==> src/rtl/reg_bus_arb.sv <==
// Register-bus arbiter: port A (unstallable pulses) vs port B (req/ack with lock).
// A accesses arriving under a B lock are held in a FIFO and drained in order.
module reg_bus_arb #(
   parameter int FIFO_DEPTH = 2,
   parameter int LOCK_MAX   = 64
) (
   input  logic       clk,
   input  logic       rst,
   input  logic       a_read,
   input  logic       a_write,
   input  logic [5:0] a_addr,
   input  logic [7:0] a_wdata,
   output logic [7:0] a_rdata,
   output logic       a_rvalid,
   output logic       a_ovf,
   input  logic       a_ovf_clr,
   input  logic       b_req,
   input  logic       b_we,
   input  logic       b_lock,
   input  logic [5:0] b_addr,
   input  logic [7:0] b_wdata,
   output logic [7:0] b_rdata,
   output logic       b_ack,
   output logic       lock_to,
   output logic       reg_read,
   output logic       reg_write,
   output logic [5:0] reg_addr,
   output logic [7:0] reg_wdata,
   input  logic [7:0] reg_rdata
);
   localparam int PW = (FIFO_DEPTH > 1) ? $clog2(FIFO_DEPTH) : 1;
   localparam int CW = $clog2(FIFO_DEPTH + 1);
   localparam int LW = $clog2(LOCK_MAX + 1);

   typedef struct packed {
      logic       we;
      logic [5:0] addr;
      logic [7:0] wdata;
   } acc_t;

   typedef enum logic [1:0] {S_IDLE, S_LOCKED, S_DRAIN} state_t;

   state_t        r_state, w_nstate;
   acc_t          r_fifo [FIFO_DEPTH];
   logic [PW-1:0] r_wptr, r_rptr;
   logic [CW-1:0] r_cnt;
   logic [LW-1:0] r_lock_cnt, w_lock_cnt_nxt;
   logic          r_stb_a_rd, r_stb_b, r_stb_b_rd;

   acc_t w_a_acc, w_b_acc, w_iss;
   logic w_a_pulse, w_b_ok, w_full;
   logic w_issue, w_iss_b, w_push, w_pop, w_ovf_set, w_lock_clr, w_lock_to, w_leave;

   function automatic logic [PW-1:0] f_inc(input logic [PW-1:0] p);
      return (p == PW'(FIFO_DEPTH - 1)) ? '0 : p + 1'b1;
   endfunction

   assign w_a_pulse      = a_read | a_write;
   assign w_a_acc        = '{we: a_write, addr: a_addr, wdata: a_wdata};
   assign w_b_acc        = '{we: b_we, addr: b_addr, wdata: b_wdata};
   // B is only sampled when nothing of its own is on the bus or being acked
   assign w_b_ok         = b_req & ~r_stb_b & ~b_ack;
   assign w_full         = (r_cnt == CW'(FIFO_DEPTH));
   assign w_lock_cnt_nxt = r_lock_cnt + 1'b1;

   always_comb begin
      w_nstate   = r_state;
      w_issue    = 1'b0;
      w_iss_b    = 1'b0;
      w_iss      = w_a_acc;
      w_push     = 1'b0;
      w_pop      = 1'b0;
      w_ovf_set  = 1'b0;
      w_lock_clr = 1'b0;
      w_lock_to  = 1'b0;
      w_leave    = 1'b0;
      case (r_state)
         S_IDLE: begin
            if (w_a_pulse) begin
               w_issue = 1'b1;
            end else if (w_b_ok) begin
               w_issue = 1'b1;
               w_iss_b = 1'b1;
               w_iss   = w_b_acc;
               if (b_lock) begin
                  w_nstate   = S_LOCKED;
                  w_lock_clr = 1'b1;
               end
            end
         end
         S_LOCKED: begin
            if (w_a_pulse) begin
               if (w_full) w_ovf_set = 1'b1;
               else        w_push    = 1'b1;
            end
            if (w_b_ok) begin
               w_issue = 1'b1;
               w_iss_b = 1'b1;
               w_iss   = w_b_acc;
               if (!b_lock) w_leave = 1'b1;
            end
            if (w_lock_cnt_nxt == LW'(LOCK_MAX)) begin
               w_leave   = 1'b1;
               w_lock_to = 1'b1;
            end
            if (w_leave) w_nstate = ((r_cnt != '0) || w_push) ? S_DRAIN : S_IDLE;
         end
         S_DRAIN: begin
            // pop always frees a slot, so a same-cycle push can never overflow
            w_pop   = 1'b1;
            w_issue = 1'b1;
            w_iss   = r_fifo[r_rptr];
            w_push  = w_a_pulse;
            if ((r_cnt == CW'(1)) && !w_a_pulse) w_nstate = S_IDLE;
         end
         default: w_nstate = S_IDLE;
      endcase
   end

   always_ff @(posedge clk) begin
      if (w_push) r_fifo[r_wptr] <= w_a_acc;
   end

   always_ff @(posedge clk) begin
      if (rst) begin
         r_state    <= S_IDLE;
         r_wptr     <= '0;
         r_rptr     <= '0;
         r_cnt      <= '0;
         r_lock_cnt <= '0;
         r_stb_a_rd <= 1'b0;
         r_stb_b    <= 1'b0;
         r_stb_b_rd <= 1'b0;
         reg_read   <= 1'b0;
         reg_write  <= 1'b0;
         reg_addr   <= '0;
         reg_wdata  <= '0;
         a_rdata    <= '0;
         a_rvalid   <= 1'b0;
         a_ovf      <= 1'b0;
         b_rdata    <= '0;
         b_ack      <= 1'b0;
         lock_to    <= 1'b0;
      end else begin
         r_state <= w_nstate;
         if (w_push) r_wptr <= f_inc(r_wptr);
         if (w_pop)  r_rptr <= f_inc(r_rptr);
         r_cnt <= r_cnt + CW'(w_push) - CW'(w_pop);
         if (w_lock_clr)               r_lock_cnt <= '0;
         else if (r_state == S_LOCKED) r_lock_cnt <= w_lock_cnt_nxt;

         reg_read  <= w_issue & ~w_iss.we;
         reg_write <= w_issue & w_iss.we;
         if (w_issue) begin
            reg_addr  <= w_iss.addr;
            reg_wdata <= w_iss.wdata;
         end
         r_stb_a_rd <= w_issue & ~w_iss_b & ~w_iss.we;
         r_stb_b    <= w_issue & w_iss_b;
         r_stb_b_rd <= w_issue & w_iss_b & ~w_iss.we;

         a_rvalid <= r_stb_a_rd;
         if (r_stb_a_rd) a_rdata <= reg_rdata;
         b_ack <= r_stb_b;
         if (r_stb_b_rd) b_rdata <= reg_rdata;

         a_ovf   <= w_ovf_set | (a_ovf & ~a_ovf_clr);
         lock_to <= w_lock_to;
      end
   end
endmodule

==> config.mk <==
export PLATFORM = sky130hd
export DESIGN_NAME = reg_bus_arb
export DESIGN_NICKNAME = d
export VERILOG_FILES = /design/src/rtl/reg_bus_arb.sv
export SDC_FILE = /design/constraint.sdc
export NUM_CORES = 1
export LEC_CHECK = 0
export CAP_MARGIN = 20
export CORE_ASPECT_RATIO = 0.75
export CORE_MARGIN = 1.5
export CORE_UTILIZATION = 31
export CTS_CLUSTER_SIZE = 12
export DETAILED_ROUTE_END_ITERATION = 7
export MAX_ROUTING_LAYER = met4
export PLACE_DENSITY = 0.63
export SLEW_MARGIN = 25
export SYNTH_ARGS = -nofsm -noshare
export SYNTH_HDL_FRONTEND = slang
export SYNTH_SLANG_ARGS = --single-unit
export TNS_END_PERCENT = 100
==> constraint.sdc <==
create_clock -name clk -period 2.75 [get_ports clk]
set_input_delay 0.55 -clock clk [delete_from_list [all_inputs] [get_ports clk]]
set_output_delay 0.55 -clock clk [all_outputs]
set_load 0.005 [all_outputs]
==> impl_metrics.tcl, run 1 <==
set metrics [dict create \
    status "finished, final reports clean" \
    seq_area_frac_synth_pct 56.96 \
    path_clk_slew_ps 60 \
    ys_async_sr_fraction_pct 0 \
    rsz0062_at_grt "no" \
    hold_depth 2 \
    pin_count 80 \
    worstHoldStart "a_ovf" \
    clockBufferDepth 2 \
    nets 432 \
    grt_overflow 0 \
    synthTopCellsByArea "dfxtp_1 31%, edfxtp_1 26%, mux2i_1 5.5%, mux2_2 4.9%, a222oi_1 4.1%" \
    avgSynthCellArea_um2 11.64 \
    min_to "a_ovf" \
    finalCritPeriodShare_pct 79.92 \
    hold_buffers 0 \
    dpl-instance-area_mm2 0.004415 \
    hold_viol 0 \
    dp_hpwl_mm 5.428 \
    slew_headroom_pct 62.37 \
    dp.cells 509 \
    final_util_pct 43.16 \
    tns_ps 0 \
    r2r_end "reg_addr[0]" \
    die_h_um 94.29 \
    place_congestion 0.7534 \
    p_leak_nw 1.641 \
    worstPathArrival_ps 2410 \
    critPathMaxFanout 3 \
    ys.flop_type "dfxtp_1" \
    grt_max_degree 29 \
    setup_viol 0 \
    grt_pass1_vias 2501 \
    synthCells 296 \
    antenna_found_initial 0 \
    insertion_delay_ps 330 \
    drcViolationCount 0 \
    cp.required_ps 2960 \
    final_layout_size_suffix_gt1_share_pct 12.21 \
    reg2reg_from "r_state[0]" \
    cap_violations 0 \
    power_density_mw_per_mm2 770.1 \
    ys_types 52 \
    startpoint_type "primary input" \
    reg2regPathDepth 8 \
    drtIter0Drc 161 \
    die_area_mm2 0.01176 \
    cts_root_buffer "clkbuf_16" \
    period_minus_slack_ps 2198 \
    drt-pass1-iter-count 5 \
    irDropWorstVdd_mv 0.3578 \
    postCtsSetupBuffers 0 \
    synth_area_leader_cell "dfxtp_1" \
    fp.coreArea_mm2 0.01086 \
    ff2ff_setup_slack_ps 610 \
    die_width_um 124.7 \
    wl_mm 7.566 \
    start_util_pct 31.72 \
    cts.sinks 83 \
    routed_via_density 4.848 \
    yosysTopAreaCellShare_pct 30.80 \
    layout.cell_area.non_filler_mm2 0.004687 \
    num_rows 33 \
    min_path_type "reg2reg" \
    tightest_slew_ps 563.8 \
    drv_slew 0 \
    instances_no_fill 525 \
    routedWlPerCell_um 14.41 \
    grt_usage_pct 13.94 \
    ys.warnings.count 0 \
    timing.hold.ws_ps 475.2 \
    netlist_area_mm2 0.003445 \
    port_buffers 79 \
    cts_buffers 9 \
    ys_ff_latch 83 \
    syn_nets 348 \
    htree_num_levels 3 \
    crit_type "in2reg" \
    grt_pass1_wl_mm 12.39 \
    netlist_top_cells_count "53 x dfxtp_1, 31 x nor2_1, 30 x edfxtp_1" \
    cts_resized 0 \
    skew_ps 10.73 \
    via_count 2545 \
    syn2layout_area_growth_pct 36.07 \
    cts_tree "built" \
    clock.fmax_mhz 455.0 \
    cp-end-kind "flip-flop" \
    antenna_left 0 \
    synth_edf_count 30 \
    diodes 0 \
    synth_most_common_cell "dfxtp_1" \
]
==> cells by family (layout without fill, tap and decap cells) <==
kind of cell,count (synthesis),in the layout,synth area share (%)
DFF,83,83,56.96
and+or+nand+nor,74,74,11.66
AOI/OAI and AO/OA,66,66,13.08
muxes,34,34,10.42
buffers and inverters,22,111,2.688
xor gates and xnor gates,9,9,2.288
adders and majority gates,8,8,2.906
==> worst max-delay path by stage <==
stage / startpoint / endpoint / depth (start not counted)
floorplan: r_state[0] / r_fifo[0][0] / 7
global placement: a_read / r_cnt[1] / 11
detailed placement: a_read / r_cnt[1] / 11
CTS: a_read / r_cnt[1] / 11
global route: a_read / r_cnt[1] / 11
finish: a_read / r_cnt[1] / 11
==> where the power goes <==
part / switching (W) / leakage [nW] / internal (W)
Clock: 0.000453 / 0.131 / 0.000635
Combinational: 0.000445 / 0.808 / 0.000523
Sequential: 0.000120 / 0.703 / 0.00143
Total: 0.00102 / 1.64 / 0.00259
==> metrics by stage <==
step | setup WS [ps] | total power, W
after CTS | 546.9 | 0.003652
final | 552.1 | 0.003609
after floorplan | 544.7 | 0.002103
after global placement | 306.9 | 0.002533
after detailed placement | 198.7 | 0.002553
after global routing | 361.1 | 0.003806
==> final cells by class <==
class | count | area [um2]
multi-input cells | 191 | 1390
repair buffers | 89 | 865.8
fillers | 1009 | 6172
inverters | 6 | 22.52
well taps | 140 | 175.2
flip-flops and latches | 83 | 1962
clock inverters | 4 | 25.02
clock buffers | 12 | 246.5
==> layer usage <==
metal	global-route usage (%)	vias to the layer above	part of all wire, %
li1	-	1262	-
met5	-	-	0
met2	22.44	69	45
met1	16.59	1203	47
met4	5.364	0	1.8
met3	4.214	11	5.7
==> cell usage in the layout, fill, tap and decap left out, types with 6 or more instances in the layout <==
master,n
a21oi_1,19
a222oi_1,14
buf_4,10
clkbuf_16,9
clkdlybuf4s50_1,79
dfxtp_1,53
edfxtp_1,30
ha_1,8
inv_1,6
mux2_2,15
mux2i_1,19
nand2_1,12
nor2_1,31
o21ai_0,12
o21ai_1,6
==> critical path: stages <==
cell and delay (ps):
clkdlybuf4s50_1 500, or2_1 130, nand2_1 50, nor2_1 210
inv_1 100, ha_1 290, inv_1 60, ha_1 150
xor2_1 180, xnor2_1 140, nor2_1 50
==> state kept, by name, summed over array words and instances (netlist names), 2 cells and up, named ones only <==
signal      cells
a_rdata         8
b_rdata         8
r_cnt           2
r_fifo         30
r_lock_cnt      7
r_state         2
reg_addr        6
reg_wdata       8
Note: power is estimated with default switching activity, not from simulation.
==> inputs of run 2 (changes only) <==
--- a/config.mk
+++ b/config.mk
@@ -12,7 +12,7 @@
 export CTS_CLUSTER_SIZE = 12
 export DETAILED_ROUTE_END_ITERATION = 7
 export MAX_ROUTING_LAYER = met4
-export PLACE_DENSITY = 0.63
+export PLACE_DENSITY = 0.65
 export SLEW_MARGIN = 25
 export SYNTH_ARGS = -nofsm -noshare
 export SYNTH_HDL_FRONTEND = slang
==> constraint.sdc (replaced) <==
create_clock -name clk -period 1.9 [get_ports clk]
set_input_delay 0.38 -clock clk [delete_from_list [all_inputs] [get_ports clk]]
set_output_delay 0.38 -clock clk [all_outputs]
set_load 0.005 [all_outputs]
==> run 2 against run 1 <==
  * Sequential share of layout area fell by 3.2 points
  * Sequential power grew 45%
  * Non-clock buffer count up 27
  * Clock skew fell by 4.2 ps
  * Final area is 8.7% higher
  * Global-route usage is 1.0 points higher
  * Critical endpoint unchanged
  * Largest cell class unchanged
==> impl_metrics.tcl, run 2 (synthesized netlist as in run 1, its figures left out) <==
set metrics [dict create \
    start_util_pct 31.72 \
    grt_max_degree 26 \
    dp.cells 528 \
    power_density_mw_per_mm2 1161 \
    tightest_slew_ps 514.2 \
    skew_ps 6.487 \
    place_congestion 0.7528 \
    layout_setup_ws_ps 52.23 \
    nets 459 \
    syn2layout_area_growth_pct 47.88 \
    drcViolationCount 0 \
    cap_violations 0 \
    critPathMaxFanout 3 \
    port_buffers 79 \
    htree_num_levels 3 \
    grt_usage_pct 14.94 \
    path_clk_slew_ps 60 \
    insertion_delay_ps 330 \
    diodes 0 \
    irDropWorstVdd_mv 0.5693 \
    mostFrequentLayoutCells "76 x clkdlybuf4s50_1, 51 x dfxtp_1, 32 x buf_4" \
    final_layout_size_suffix_gt1_share_pct 22.57 \
    antenna_found_initial 0 \
    p_leak_nw 1.847 \
    fp.coreArea_mm2 0.01086 \
    hold_viol 0 \
    clock.fmax_mhz 541.2 \
    routedWlPerCell_um 15.00 \
    drt-pass1-iter-count 6 \
    grt_pass1_vias 2738 \
    finalCritPeriodShare_pct 97.25 \
    cts_buffers 9 \
    nFillCells 983 \
    tns_ps 0 \
    via_count 2665 \
    num_rows 33 \
    cp_slowest_cell "dfxtp_4" \
    antenna_left 0 \
    min_path_type "in2reg" \
    cts.sinks 83 \
    slew_headroom_pct 65.51 \
    worstPathArrival_ps 2060 \
    hold_depth 2 \
    cp-end-kind "flip-flop" \
    status "finished, final reports clean" \
    wl_mm 8.278 \
    die_area_mm2 0.01176 \
    hold_buffers 0 \
    cts_root_buffer "clkbuf_16" \
    cp.required_ps 2110 \
    largest_reg_flops 30 \
    grt_overflow 0 \
    slowest_delay_ps 370 \
    pin_count 80 \
    drv_slew 0 \
    die_width_um 124.7 \
    power_w 0.005915 \
    dp_hpwl_mm 5.739 \
    setup_viol 0 \
    crit_type "reg2reg" \
    routed_via_density 4.828 \
    critical_path.cell_chain "inv_4, ha_4, nand2_2, nor2_2, inv_1, ha_1, inv_1, ha_2, xor2_2, xnor2_1, nor2_1" \
    regMostFlops "r_fifo" \
    layout_commonest_cell "clkdlybuf4s50_1" \
    reg2regPathDepth 11 \
    drtIter0Drc 172 \
    rsz0062_at_grt "yes" \
    grt_pass1_wl_mm 13.47 \
    place_ws_ps -341.4 \
    clockBufferDepth 2 \
    startpoint_type "flip-flop" \
    cts_tree "built" \
    die_h_um 94.29 \
    critical_path.most_common_cell "inv_1" \
    instances_no_fill 552 \
    final_util_pct 46.91 \
    period_minus_slack_ps 1848 \
]
run 2: power breakdown:
part	total (W)	switching [W]	internal (W)
Clock	0.00188	0.000720	0.00116
Combinational	0.00179	0.000777	0.00102
Sequential	0.00224	0.000159	0.00208
run 2: through the flow:
stage / area (um2) / hold WS [ps]
after global routing: 5094 / 397.8
after global placement: 4617 / 461.2
final: 5094 / 397.9
after CTS: 4942 / 482.3
after detailed placement: 4617 / 473.4
after floorplan: 3483 / 461.4
run 2: final cells by class:
| type | count | area [um2] | area share (%) |
|---|---|---|---|
| Sequential cell | 83 | 1969 | 38.66 |
| Multi-Input combinational cell | 191 | 1476 | 28.99 |
| Inverter | 6 | 27.53 | 0.5404 |
| Clock buffer | 9 | 225.2 | 4.422 |
| Timing Repair Buffer | 116 | 1121 | 22.01 |
| Tap cell | 140 | 175.2 | 3.439 |
| Clock inverter | 7 | 98.84 | 1.941 |
run 2: what timing repair did:
item | in CTS | in global routing
endpoints found under the setup margin | 1 | 15
buffers inserted | 0 | 8
resized for setup | 1 | 22
pin swaps | 0 | 14
run 2: critical path, delay by kind of cell, from the launching register on:
| family | cells | cell delay (ps) |
|---|---|---|
| fa+ha+maj | 3 | 700 |
| flops | 1 | 370 |
| xor+xnor | 2 | 280 |
| simple gates | 3 | 200 |
| buf+inv | 3 | 180 |
run 2: path summary, 6_finish.rpt:
check / start / to / slack [ps]
max: r_state[1] / r_cnt[1] / 50
min reg2reg: a_ovf / a_ovf / 480
min: a_write / r_fifo[1][14] / 400
max reg2reg: r_state[1] / r_cnt[1] / 50
run 2: routing by layer:
metal	vias up	GRT usage (%)	routed length (um)
li1	1310	-	-
met1	1286	18.63	3942
met2	67	23.86	3873
met3	2	4.897	429
met4	0	3.257	33
met5	-	-	0
==> inputs of run 3 (changes only) <==
--- a/config.mk
+++ b/config.mk
@@ -7,7 +7,6 @@
 export LEC_CHECK = 0
 export CAP_MARGIN = 20
 export CORE_ASPECT_RATIO = 0.75
-export CORE_MARGIN = 1.5
 export CORE_UTILIZATION = 31
 export CTS_CLUSTER_SIZE = 12
 export DETAILED_ROUTE_END_ITERATION = 7
==> run 3 against run 2 <==
  * Die area decreased by 1.9%
  * Final cell count increased by 0.54%
  * Sequential cell count unchanged
  * Routed wire length increased by 5.8%
  * Non-clock buffer count increased by 6
  * Combinational power increased by 7%
  * Utilization increased by 2.2 points
  * Hold slack improved by 77 ps
  * Final area increased by 1.4%
  * Worst setup slack improved by 17 ps
  * Critical path type unchanged
  * Largest power group unchanged
==> impl_metrics.tcl, run 3 (synthesized netlist as in run 1, its figures left out) <==
set metrics [dict create \
    final_layout_size_suffix_gt1_share_pct 25.30 \
    tns_ps 0 \
    antenna_found_initial 0 \
    htree_num_levels 3 \
    layout.cell_area.non_filler_mm2 0.005167 \
    tightest_slew_ps 575.2 \
    drcViolationCount 0 \
    irDropWorstVdd_mv 0.6213 \
    syn2layout_area_growth_pct 50.02 \
    place_congestion 0.7829 \
    cap_violations 0 \
    status "finished, final reports clean" \
    skew_ps 5.591 \
    dpl-instance-area_mm2 0.004629 \
    p_leak_nw 1.868 \
    layout_commonest_cell "clkdlybuf4s50_1" \
    cts_buffers 9 \
    min_path_type "reg2reg" \
    routed_via_density 4.935 \
    start_util_pct 32.71 \
    startpoint_type "flip-flop" \
    via_count 2739 \
    nets 466 \
    power_density_mw_per_mm2 1149 \
    path_clk_slew_ps 60 \
    grt_pass1_wl_mm 13.92 \
    drtIter0Drc 162 \
    mostFrequentLayoutCells "76 x clkdlybuf4s50_1, 48 x dfxtp_1, 39 x buf_4" \
    grt_max_degree 22 \
    die_width_um 123.7 \
    grt_overflow 0 \
    rsz0062_at_grt "yes" \
    grt_usage_pct 16.52 \
    clockBufferDepth 2 \
    finalCritPeriodShare_pct 96.33 \
    cp-end-kind "flip-flop" \
    clock.fmax_mhz 546.4 \
    die_area_mm2 0.01154 \
    hold_viol 0 \
    timing.hold.ws_ps 474.5 \
    drt-pass1-iter-count 5 \
    critPathMaxFanout 3 \
    crit_type "reg2reg" \
    die_h_um 93.29 \
    slew_headroom_pct 61.53 \
    fp.coreArea_mm2 0.01053 \
    drv_slew 0 \
    pin_count 80 \
    wl_mm 8.759 \
    port_buffers 79 \
    cts_root_buffer "clkbuf_16" \
    grt_pass1_vias 2877 \
    dp_hpwl_mm 5.873 \
    insertion_delay_ps 330 \
    cts.sinks 83 \
    largest_reg_flops 30 \
    regMostFlops "r_fifo" \
    cts_tree "built" \
    cp.required_ps 2130 \
    period_minus_slack_ps 1830 \
    antenna_left 0 \
    routedWlPerCell_um 15.78 \
    setup_viol 0 \
    num_rows 32 \
    diodes 0 \
    worstPathArrival_ps 2060 \
    hold_buffers 0 \
]
[run 3: timing repair]
item / 4_1_cts / 5_1_grt
setup endpoints to repair: 15 / 20
buffers inserted: 3 / 9
pin swaps: 4 / 16
hold endpoints to repair: 0 / 0
resized for setup: 12 / 22
cloned: 1 / 0
[run 3: where the power goes]
part	switching, W	internal [W]
Clock	0.000700	0.00106
Sequential	0.000169	0.00208
Combinational	0.000849	0.00108
[run 3: worst paths after layout]
path | start | end | slack, ps | cells past startpoint
worst max-delay path | r_state[0] | r_cnt[1] | 70 | 11
worst min-delay path | r_stb_b | b_ack | 470 | 1
worst min register to register | r_stb_b | b_ack | 470 | 1
worst max register to register | r_state[0] | r_cnt[1] | 70 | 11
[run 3: area by class of cell]
class | count | area [um2]
Fill cell | 941 | 5363
Sequential cell | 83 | 1973
Multi-Input combinational cell | 192 | 1536
Timing Repair Buffer | 122 | 1159
Clock buffer | 11 | 242.7
Tap cell | 136 | 170.2
Clock inverter | 5 | 61.31
Inverter | 6 | 25.02
[run 3: metrics by stage]
step / utilization (%) / power [W] / std cells / setup WS [ps]
6_report: 49.07 / 0.005938 / 555 / 69.71
4_1_cts: 47.67 / 0.005787 / 548 / 6.047
3_5_place_dp: 43.96 / 0.003875 / 528 / -513.7
2_1_floorplan: - / 0.003087 / 296 / 1.110
5_1_grt: 49.07 / 0.006262 / 555 / -44.49
3_3_place_gp: 43.96 / 0.003848 / 528 / -477.2
[run 3: routing by layer]
layer | part of all wire, % | global-route usage, % | wire (um)
met4 | 0.48 | 3.514 | 42
met1 | 46 | 21.14 | 4045
met2 | 48 | 25.19 | 4175
met5 | 0 | - | 0
met3 | 5.7 | 5.671 | 495
[run 3: worst max-delay path: stages (launching register included)]
cell and delay (ps):
dfxtp_4 360, inv_2 60, ha_4 250, nand2_1 50
nor2_2 140, inv_2 60, ha_4 260, inv_2 40
ha_4 150, xor2_2 140, xnor2_1 150, nor2_1 50
==> patch 1 (flow settings as in run 3) <==
Encoding of `state_t`: now one-hot (3 bits for 3 states).
--- a/src/rtl/reg_bus_arb.sv
+++ b/src/rtl/reg_bus_arb.sv
@@ -38,7 +38,7 @@
       logic [7:0] wdata;
    } acc_t;
 
-   typedef enum logic [1:0] {S_IDLE, S_LOCKED, S_DRAIN} state_t;
+   typedef enum logic [2:0] {S_IDLE = 3'b001, S_LOCKED = 3'b010, S_DRAIN = 3'b100} state_t;
 
    state_t        r_state, w_nstate;
    acc_t          r_fifo [FIFO_DEPTH];
Behaviour: same outputs for any inputs over 4 cycles, from zero or initial values and one cycle with rst high; so few cycles prove little.
==> patch 1 against run 3 <==
Routed wire length up 7.0%. Count of clock-buffer cells in the layout down 2. Die area up 9.0%. Cell area up 4.4%. Synthesized cell count up 17%. Clock skew down 0.0020 ns. Synthesized area up 9.2%. Fmax up 0.44%. Sequential cell count up 1. Setup slack better by 0.0080 ns. Core utilization down 2.9 points. Critical path type unchanged. Critical endpoint is now r_fifo[1][13].
Power is not compared: it rests on default switching activity, and its combinational part moved more than twofold at a synthesized area within 25%.
==> patch 1: results (changes against run 3) <==
Drt
  • Initial drt markers: 131 (was 162)
  • Vias: 2,992 (was 2,739)
  • DR WL/cell: 15.2 um (was 15.8 um)
  • First-pass detailed-route iteration total: 4 (was 5)

Placed design
  • PortBufs: 79 (unchanged)
  • Post-DP HPWL: 6330 um (was 5870 um)
  • GP Congestion: 0.783 (about the same)

Timing
  • Rel. slew slack: 67.0% (was 61.5%)
  • WHS: 0.447 ns (was 0.474 ns)
  • Skew final: 0.00355 ns (was 0.00559 ns)

Global route
  • Largest net degree at the start of global routing: 29 (was 22)
  • Vias in the first global route: 2,754 (was 2,877)
  • Initial antenna violation count: 0 (unchanged)
  • First-pass GRT wire length: 14,100 um (was 13,900 um)
  • Global-route usage over all layers: 15.1% (was 16.5%)

Power and ir drop
  • Leak: 0.00189 uW
  • Peak supply drop: between 400 and 500 uV

Clocking
  • Clk slew on worst S/H paths: 0.06 ns (about the same)
  • CTS Buf Count: 9 (unchanged)
  • Root Buffer: clkbuf_16 (unchanged)
  • Clock Path Buffers: 2 (unchanged)
  • Clk_lat worst skew: 0.33 ns (about the same)

Logic synthesis
  • Synth warn: 0 (unchanged)
  • Mapped Nets: 392 (was 348)
  • Leading post-synthesis cells by cell area: dfxtp_1, edfxtp_1, mux2i_1 (unchanged)
  • Register area share after synthesis: 52.7% (was 57.0%)
  • Distinct cells, synth: 52 (unchanged)
  • Top post-synthesis cells by count: dfxtp_1, nor2_1, mux2i_1 (was dfxtp_1, nor2_1, edfxtp_1)
  • Asr flop ratio synth: 0% (unchanged)

Hold path
  • Min-Delay Path Class: primary input to flip-flop (was flip-flop to flip-flop)
  • WHS Path Cells: 2 (was 1)

Critical path
  • CP max FO: 7 (was 3)
  • R2R Setup Slk: between 0.07 and 0.08 ns
  • Worst EP arrival: 1.88 ns (was 2.06 ns)
  • R2R depth: 6 (was 11)

Final layout
  • Share of cells above drive strength 1: 19.6% (was 25.3%)
  • # nets final: 497 (was 466)
  • Final-layout fill cell count: 1,063 (was 941)
  • Reg with most FFs: r_fifo (unchanged)

Outcome
  • Outcome: completed (unchanged)
## patch 1: cell types whose count changed after synthesis, moves of 9 or more
cell | run 3 | this run
a222oi_1 | 14 | 0
a311oi_2 | 0 | 11
mux2_2 | 15 | 0
mux2i_1 | 19 | 31
nand2_1 | 12 | 3
nor2_1 | 31 | 45
nor2b_1 | 4 | 18
nor3_1 | 2 | 18
## patch 1: cell families after synthesis
kind of cell | share of synthesized area [%]
AND/OR/NAND/NOR | 16.7
buffers and inverters | 3.96
multiplexers | 8.25
XOR/XNOR | 2.79
adder cells (fa/ha/maj) | 0.998
AO/OA/AOI/OAI | 14.7
flip-flops | 52.7
## patch 1: what timing repair did
item / CTS / global route
cloned: 0 / 4
endpoints found under the setup margin: 1 / 36
pin swaps: 0 / 9
resized for setup: 2 / 20
buffers inserted: 0 / 4
hold buffers: 0 / 0
## patch 1: metal layers
metal | share of wire [%] | global-route usage [%] | vias to the layer above
li1 | - | - | 1463
met1 | 47 | 19.9 | 1416
met2 | 45 | 22.6 | 98
met3 | 6.4 | 3.91 | 15
met4 | 1.3 | 4.89 | 0
met5 | 0 | - | -
## patch 1: cell type report
| cell class | instances | share of cell area [%] |
|---|---|---|
| flip-flops and latches | 84 | 36.8 |
| multi-input cells | 233 | 31.8 |
| repair buffers | 120 | 22.4 |
| clock buffers | 9 | 4.17 |
| well taps | 162 | 3.76 |
| clock inverters | 7 | 0.927 |
| inverters | 2 | 0.139 |
## patch 1: worst max-delay path, cell delays in order, from the launching register on
cell	delay (ns)
dfxtp_2	0.35
or3b_4	0.40
buf_6	0.13
o31a_1	0.16
nor3b_4	0.22
buf_4	0.15
clkbuf_16	0.14
## patch 1: worst paths after layout
path	start	end
max	r_state[2]	r_fifo[1][13]
max reg2reg	r_state[2]	r_fifo[1][13]
min reg2reg	a_ovf	a_ovf
min	rst	r_stb_b
## patch 1: where the power goes
| part | internal [uW] | switching [uW] | total [uW] | leakage [uW] |
|---|---|---|---|---|
| Sequential | 1910 | 42.3 | 1960 | 0.000710 |
| Clock | 888 | 726 | 1610 | 0.000126 |
| Combinational | 299 | 207 | 506 | 0.00105 |
## patch 1: stage by stage
step                worst slack (ns)  instances  setup TNS, ns  cell area, um^2
floorplan                     -0.103        345          -2.03             3800
global placement              -0.291        593          -6.85             4940
detailed placement            -0.354        593          -8.06             4940
CTS                          0.00805        609              0             5230
global route                 -0.0292        617         -0.184             5400
finish                        0.0777        617              0             5400
==> patch 2 (settings of run 3) <==
Without the edit above. Set the parameter `LOCK_MAX` to 128 (it was 64).
--- a/src/rtl/reg_bus_arb.sv
+++ b/src/rtl/reg_bus_arb.sv
@@ -2,7 +2,7 @@
 // A accesses arriving under a B lock are held in a FIFO and drained in order.
 module reg_bus_arb #(
    parameter int FIFO_DEPTH = 2,
-   parameter int LOCK_MAX   = 64
+   parameter int LOCK_MAX   = 128
 ) (
    input  logic       clk,
    input  logic       rst,
Formal check against the unedited RTL: same outputs for any inputs over 4 cycles, from zero or initial values and one cycle with rst high; that may be too few to reach the edited logic, so the function may still have changed.
==> patch 2 against run 3 <==
The run now ends with setup timing left. Routed wire length decreased by 0.73%. Critical endpoint is now r_state[1]. Critical path type unchanged. Total power shrank 4.6%. Count of clock-buffer cells in the layout shrank 2. Cell area down 1.1%. Setup slack lost 0.15 ns. Synthesized area is essentially flat. Sequential cell count up 1.
==> patch 2: results (changes against run 3) <==
Timing
  • Worst setup margin: -0.0853 ns (was 0.0697 ns)
  • Skew final: 0.00615 ns (was 0.00559 ns)
  • WHS: 0.477 ns (was 0.474 ns)
  • Worst-Margin Slew: 0.536 ns (was 0.575 ns)
  • Finish-stage setup viols: 3 (was 0)

Placed design
  • GP Congestion: 0.836 (was 0.783)
  • Placed Cells: 532 (was 528)
  • Post-DP HPWL: 6050 um (was 5870 um)

Logic synthesis
  • Synth Area per Inst: 11.4 um^2 (was 11.6 um^2)
  • Mapped Nets: 354 (was 348)
  • Top post-synthesis cells by count: dfxtp_1, nor2_1, edfxtp_1 (unchanged)
  • Distinct cells, synth: 42 (was 52)
  • Register area share after synthesis: 57.5% (was 57.0%)
  • Leading post-synthesis cells by cell area: dfxtp_1, edfxtp_1, mux2i_1 (unchanged)

Final layout
  • Share of cells above drive strength 1: 24.3% (was 25.3%)
  • # nets final: 465 (was 466)

Outcome
  • Failing checks: setup timing
  • Outcome: finished with violations (was completed)

Global route
  • Largest net degree at the start of global routing: 29 (was 22)
  • Vias in the first global route: 2,799 (was 2,877)
  • First-pass GRT wire length: 13,800 um (was 13,900 um)

Power and ir drop
  • Leak: 0.00180 uW (was 0.00187 uW)
  • Peak supply drop: 494 uV (was 621 uV)

Critical path
  • R2R Path End: r_state[1] (was r_cnt[1])
  • Worst r2r src: r_lock_cnt[0] (was r_state[0])
  • CP max FO: 4 (was 3)
  • R2R depth: 7 (was 11)

Drt
  • Initial drt markers: 188 (was 162)
patch 2: changes by cell type in the layout (fill, tap and decap cells not counted), moves of 3 or more:
cell / change
o21ai_1: +8
o21ai_0: -12
nand3_1: +3
nand4_1: +4
nor2_1: +6
buf_4: -3
and2_1: -4
patch 2: worst max-delay path, stage by stage (launching register included):
cell      delay, ns
dfxtp_4        0.37
ha_4           0.17
or4b_4         0.49
o31ai_4        0.07
o221ai_2       0.15
a222oi_1       0.30
buf_4          0.18
mux2i_1        0.17
patch 2: per-stage QoR:
stage / utilization [%] / power, uW / worst slack [ns] / setup TNS (ns) / area (um^2)
after floorplan: - / 3150 / -0.0480 / -0.130 / 3560
after global placement: 44.6 / 3890 / -0.630 / -13.37 / 4690
after detailed placement: 44.6 / 3940 / -0.592 / -14.44 / 4690
after CTS: 48.0 / 5660 / -0.0825 / -0.150 / 5050
after global routing: 48.5 / 5950 / -0.162 / -0.716 / 5110
final: 48.5 / 5660 / -0.0853 / -0.169 / 5110
patch 2: logic make-up (layout without fill, tap and decap cells):
logic type                 count (synthesis)  after routing  synth area share, %
and+or+nand+nor                           81             81                 11.2
muxes                                     35             35                 10.7
adders and majority gates                  7              7                 2.54
buffers and inverters                     24            140                 2.65
AOI/OAI and AO/OA                         61             61                 12.6
DFF                                       84             84                 57.5
xor gates and xnor gates                  11             11                 2.79
patch 2: worst max-delay path by stage:
stage,start,to,slack (ns)
floorplan,r_state[1],r_cnt[1],-0.05
global placement,b_req,r_stb_b_rd,-0.63
detailed placement,b_req,r_stb_b_rd,-0.59
CTS,r_lock_cnt[0],r_state[1],-0.08
global route,r_lock_cnt[0],r_state[0],-0.16
finish,r_lock_cnt[0],r_state[1],-0.09
patch 2: metal layers:
metal / wire length, um / track usage [%] / up-vias
li1: - / - / 1340
met1: 4130 / 20.7 / 1347
met2: 3940 / 24.8 / 91
met3: 497 / 4.21 / 10
met4: 132 / 5.62 / 0
met5: 0 / - / -
patch 2: cell type report:
class	count	area [um^2]
repair buffers	118	1110
clock buffers	9	225
multi-input cells	195	1530
clock inverters	7	58.8
inverters	6	22.5
flip-flops and latches	84	1990
well taps	136	170
fillers	943	5420
patch 2: where the power goes:
group | total, uW | switching [uW] | internal, uW
Combinational | 1750 | 781 | 965
Clock | 1640 | 740 | 901
Sequential | 2280 | 174 | 2100
Total | 5660 | 1690 | 3970
patch 2: repair_timing:
action                     in CTS  in global routing
buffers inserted                4                  3
pin swaps                       5                  4
hold buffers                    0                  0
setup endpoints to repair      18                 20
gates resized for setup         9                 11
